==> src/rtl/program_counter.sv <==
// SAP program counter: count, optional jump load, halt, gated bus drive.
// Define PC_LOAD_EN to compile in the lp/bus_in jump path.
module program_counter #(
  parameter int WIDTH     = 4,
  parameter int RESET_VAL = 0
) (
  input  logic             clk,
  input  logic             clear_n,
  input  logic             cp,
  input  logic             lp,
  input  logic             halt,
  input  logic             ep,
  input  logic [WIDTH-1:0] bus_in,
  output logic [WIDTH-1:0] pc,
  output logic [WIDTH-1:0] bus_out,
  output logic             bus_oe,
  output logic             wrap
);

  localparam logic [WIDTH-1:0] RST = WIDTH'(RESET_VAL);

  logic do_inc;

`ifdef PC_LOAD_EN
  logic do_load;

  assign do_load = ~halt & lp;
  assign do_inc  = ~halt & ~lp & cp;
`else
  logic unused_load;

  assign unused_load = ^{lp, bus_in};
  assign do_inc      = ~halt & cp;
`endif

  // halt only gates the counter; bus_oe keeps tracking ep
  always_ff @(posedge clk or negedge clear_n) begin
    if (!clear_n) begin
      pc     <= RST;
      bus_oe <= 1'b0;
      wrap   <= 1'b0;
    end else begin
      bus_oe <= ep;
      wrap   <= 1'b0;
      unique case (1'b1)
`ifdef PC_LOAD_EN
        do_load: pc <= bus_in;
`endif
        do_inc: begin
          pc   <= pc + WIDTH'(1);
          wrap <= &pc;
        end
        default: ;
      endcase
    end
  end

  assign bus_out = pc & {WIDTH{bus_oe}};

endmodule
==> config.mk <==
export PLATFORM = sky130hd
export DESIGN_NAME = program_counter
export DESIGN_NICKNAME = d
export VERILOG_FILES = /design/src/rtl/program_counter.sv
export SDC_FILE = /design/constraint.sdc
export NUM_CORES = 1
export LEC_CHECK = 0
export ABC_AREA = 1
export CAP_MARGIN = 20
export CELL_PAD_IN_SITES_DETAIL_PLACEMENT = 1
export CELL_PAD_IN_SITES_GLOBAL_PLACEMENT = 2
export CORE_UTILIZATION = 18
export DETAILED_ROUTE_END_ITERATION = 6
export PLACE_DENSITY_LB_ADDON = 0.1
export REMOVE_ABC_BUFFERS = 1
export SLEW_MARGIN = 10
export SYNTH_ARGS = -nofsm -noshare
export SYNTH_HDL_FRONTEND = slang
export SYNTH_SLANG_ARGS = --single-unit
==> constraint.sdc <==
create_clock -name clk -period 1.8 [get_ports clk]
set_input_delay 0.36 -clock clk [delete_from_list [all_inputs] [get_ports clk]]
set_output_delay 0.36 -clock clk [all_outputs]
set_load 0.005 [all_outputs]
# ---- Word level (Yosys, flattened, before mapping)
# Cells that the tools add are included.
dict set report word_totals {
  ff_bits 6
  inputBits 10
  out_inout_bits 10
}
dict set report classes {
  add_sub_neg 1
  mux 1
  bitwise 3
  reduce_logical 1
}
# op n
set op_table {}
lappend op_table {{4-bit by 1-bit adder with 4-bit output, second input constant} 1}
lappend op_table {{4-bit AND} 1}
lappend op_table {{4-bit AND reduction} 1}
lappend op_table {{1-bit AND} 1}
lappend op_table {{1-bit 2-to-1 mux} 1}
lappend op_table {{1-bit inverter} 1}

# ---- Depth between registers and ports, before layout
dict set report depth {
  word_depth 3
  mapped_depth 5
  ltp_nobuf 5
}

# ---- Worst setup path before layout
# OpenSTA, ideal clock, no wires.
dict set report synth_path {
  path_kind {flip-flop to flip-flop}
  start {register pc[0]}
  end {register pc[1]}
  setup_time_ps 116
  arrival_ps 790
  path_slack_ps 893
  stages_incl_launch_ff 4
  path_buffers 0
  path_cell_list {dfrtp_1 > ha_1 > nand2_1 > nand2_1}
}
dict set report synth_via {
  elab_chain_cells 1
}
# element line_no
set synth_rtl {}
lappend synth_rtl {{from (decl)} 14} ;# output logic [WIDTH-1:0] pc,
lappend synth_rtl {{from (signal assigned)} 50} ;# pc <= pc + WIDTH'(1);
lappend synth_rtl {{4-bit by 1-bit adder with 4-bit output} 50}
# Every way passes these cells.
# A chain may end at the register's enable or synchronous reset.

# ---- Worst setup path after layout
dict set report layout_path {
  start {register pc[2]}
  end {output port bus_out[2]}
}
dict set report layout_via {
  elab_chain_cells 1
}
# element line_no
set layout_rtl {}
lappend layout_rtl {{4-bit AND} 58} ;# assign bus_out = pc & {WIDTH{bus_oe}};
lappend layout_rtl {{to (decl)} 15} ;# output logic [WIDTH-1:0] bus_out,
# Every way passes these cells.

==> out/metrics.yaml <==
yosys-top-cells-count: "11 x nand2_1, 8 x inv_1, 6 x dfrtp_1"
cts_buffers: 3
grt_use_met1_pct: 8.57
cp_slowest_cell: "clkdlybuf4s50_1"
num-nets-final: 67
ctsResizeCount: 0
die_w_um: 43.3
core_area_sq_um: 1540
synth_top_cell_by_area: "dfrtp_1"
maxCapViolCount: 0
synthCells: 37
period_share_pct: 92.5
total_power_uw: 667
ys_ff_latch: 6
dp.final_hpwl_um: 638
setup_tns_ns: 0
post-route-util_pct: 31.7
ys_warn_count: 0
cts_sinks: 6
fmaxAchievable_mhz: 601
path_max_fanout: 6
slew_headroom_pct: 80.5
vias: 300
cts_hold_buf: 0
slew_viol_final: 0
gr-usage-met3_pct: 1.28
rsz0062_at_grt: "no"
cts_root_buf: "clkbuf_4"
critPathArrivalTime_ns: 1.30
first_global_vias: 287
fin_crit_ns: 1.66
hp-class: "input port to async pin"
cp-end-kind: "primary output"
max_stage_delay_ns: 0.49
clk_latency_ns: 0.24
yosys_most_used_dff: "dfrtp_1"
antenna_found_initial: 0
synth.area.top_cells: "dfrtp_1 49%, nand2_1 13%, inv_1 9.8%"
worst_pin_slew_ns: 0.292
start_kind: "flop"
ys_seq_area_share_pct: 49.0
cp_data_required_time_ns: 1.44
synth_area_sq_um: 307
port_buffers: 14
initial_core_util_pct: 19.9
layout-drive-gt1-share_pct: 14.8
clock_path_buffers: 2
grt_start_max_net_pins: 7
grt_pass1_wl_um: 1190
htreeDepth: 1
peakVddDrop_v: 0.000439
drt_wl_total_um: 765
first_pass_iters: 1
die_h_um: 43.3
grt-ovfl-total: 0
critPathKind: "flop to primary output"
multi_input_area_sq_um: 123
syn_avg_cell_area_sq_um: 8.28
hold_ws_ns: 0.363
synthArstFlopShare_pct: 100
powerDensity_nw_per_um2: 1360
register_area_sq_um: 150
synth_top_area_share_pct: 49.0
synth_most_common_cell: "nand2_1"
total_leakage_power_nw: 0.251
rows: 14
status: "complete, no violations"
cp_cell_sequence: "nand2_1, inv_1, clkdlybuf4s50_1"
hold_viol_final: 0
area_growth_pct: 59.6
post_cts_buffers: 0
cts_tree: "yes"
clkTransAtPathRegs_ns: 0.05
drtAntennaViolNets: 0
groute.usage.overall_pct: 9.30
drcViolationCount: 0
synth_cell_types: 12
fin_skew_ns: 0.000491
wl_per_cell_um: 10.9
grt_util_met2_pct: 15.8
synth_edf_count: 0
drt_iter0_drc: 0
vias_per_cell: 4.29
n_antenna_cell: 0
ios: 20
final-setup-viol-count: 0
gr-max-usage-layer: "met2"
gp_congestion: 0.771
fillers: 200
die-area_sq_um: 1870
## report_power, final
part | internal [mW] | total (mW) | switching, mW
Clock | 0.0756 | 0.126 | 0.0506
Sequential | 0.182 | 0.244 | 0.0626
Combinational | 0.175 | 0.296 | 0.121
Total | 0.433 | 0.667 | 0.234
## cell type report
class,instances,share of cell area [%]
Clock buffer,3,4.60
Inverter,9,6.91
Multi-Input combinational cell,22,25.1
Sequential cell,6,30.7
Tap cell,16,4.09
Timing Repair Buffer,14,28.6
## worst max-delay path: cells and delay by family, from the launching register on
kind	cells	cell delay (ns)
buf+inv	2	0.55
flops	1	0.43
simple gates	1	0.08
## routing by layer
layer / wire length [um] / vias to the layer above
met5: 0 / -
met4: 14 / 0
met3: 32 / 2
met2: 410 / 12
met1: 307 / 141
li1: - / 145
## kinds of logic (layout without fill, tap and decap cells)
kind of cell             after synthesis  in the layout  synth area share, %
buffers and inverters                  9             26                 11.0
adder cells (fa/ha/maj)                1              1                 4.08
AND/OR/NAND/NOR                       19             19                 30.6
XOR/XNOR                               1              1                 2.86
AO/OA/AOI/OAI                          1              1                 2.45
flip-flops                             6              6                 49.0
## path summary, 6_finish.rpt
path                            depth (start not counted)  slack [ns]     from         end
worst max register to register                          3        0.84    pc[1]       pc[1]
worst min-delay path                                    1        0.36  clear_n      bus_oe
worst max-delay path                                    3        0.14    pc[2]  bus_out[2]
max in group asynchronous                               1        1.21  clear_n       pc[0]
min in group clk                                        1        0.56       ep      bus_oe
worst min register to register                          2        0.59    pc[2]       pc[2]
## stage by stage
step	instance area (sq um)	instances	worst slack (ns)
CTS	489	70	0.115
global route	489	70	0.0448
global placement	467	67	0.415
detailed placement	467	67	0.383
floorplan	307	37	0.893
finish	489	70	0.135
## layout by cell type (no fill, tap or decap)
cell,netlist,routed
dfrtp_1,6,6
xor2_1,1,1
nand3_1,3,3
nand2_1,11,11
ha_1,1,1
nor3_2,1,1
nor2_4,1,1
o21bai_1,1,1
clkdlybuf4s50_1,0,14
nor2_1,1,1
inv_2,1,1
nand2_2,2,2
clkbuf_4,0,3
inv_1,8,8
## registers in the layout (all words and copies together), names as in the netlist
register,flops
bus_oe,1
pc,4
wrap,1
No activity file was read; power rests on OpenSTA's default activity.
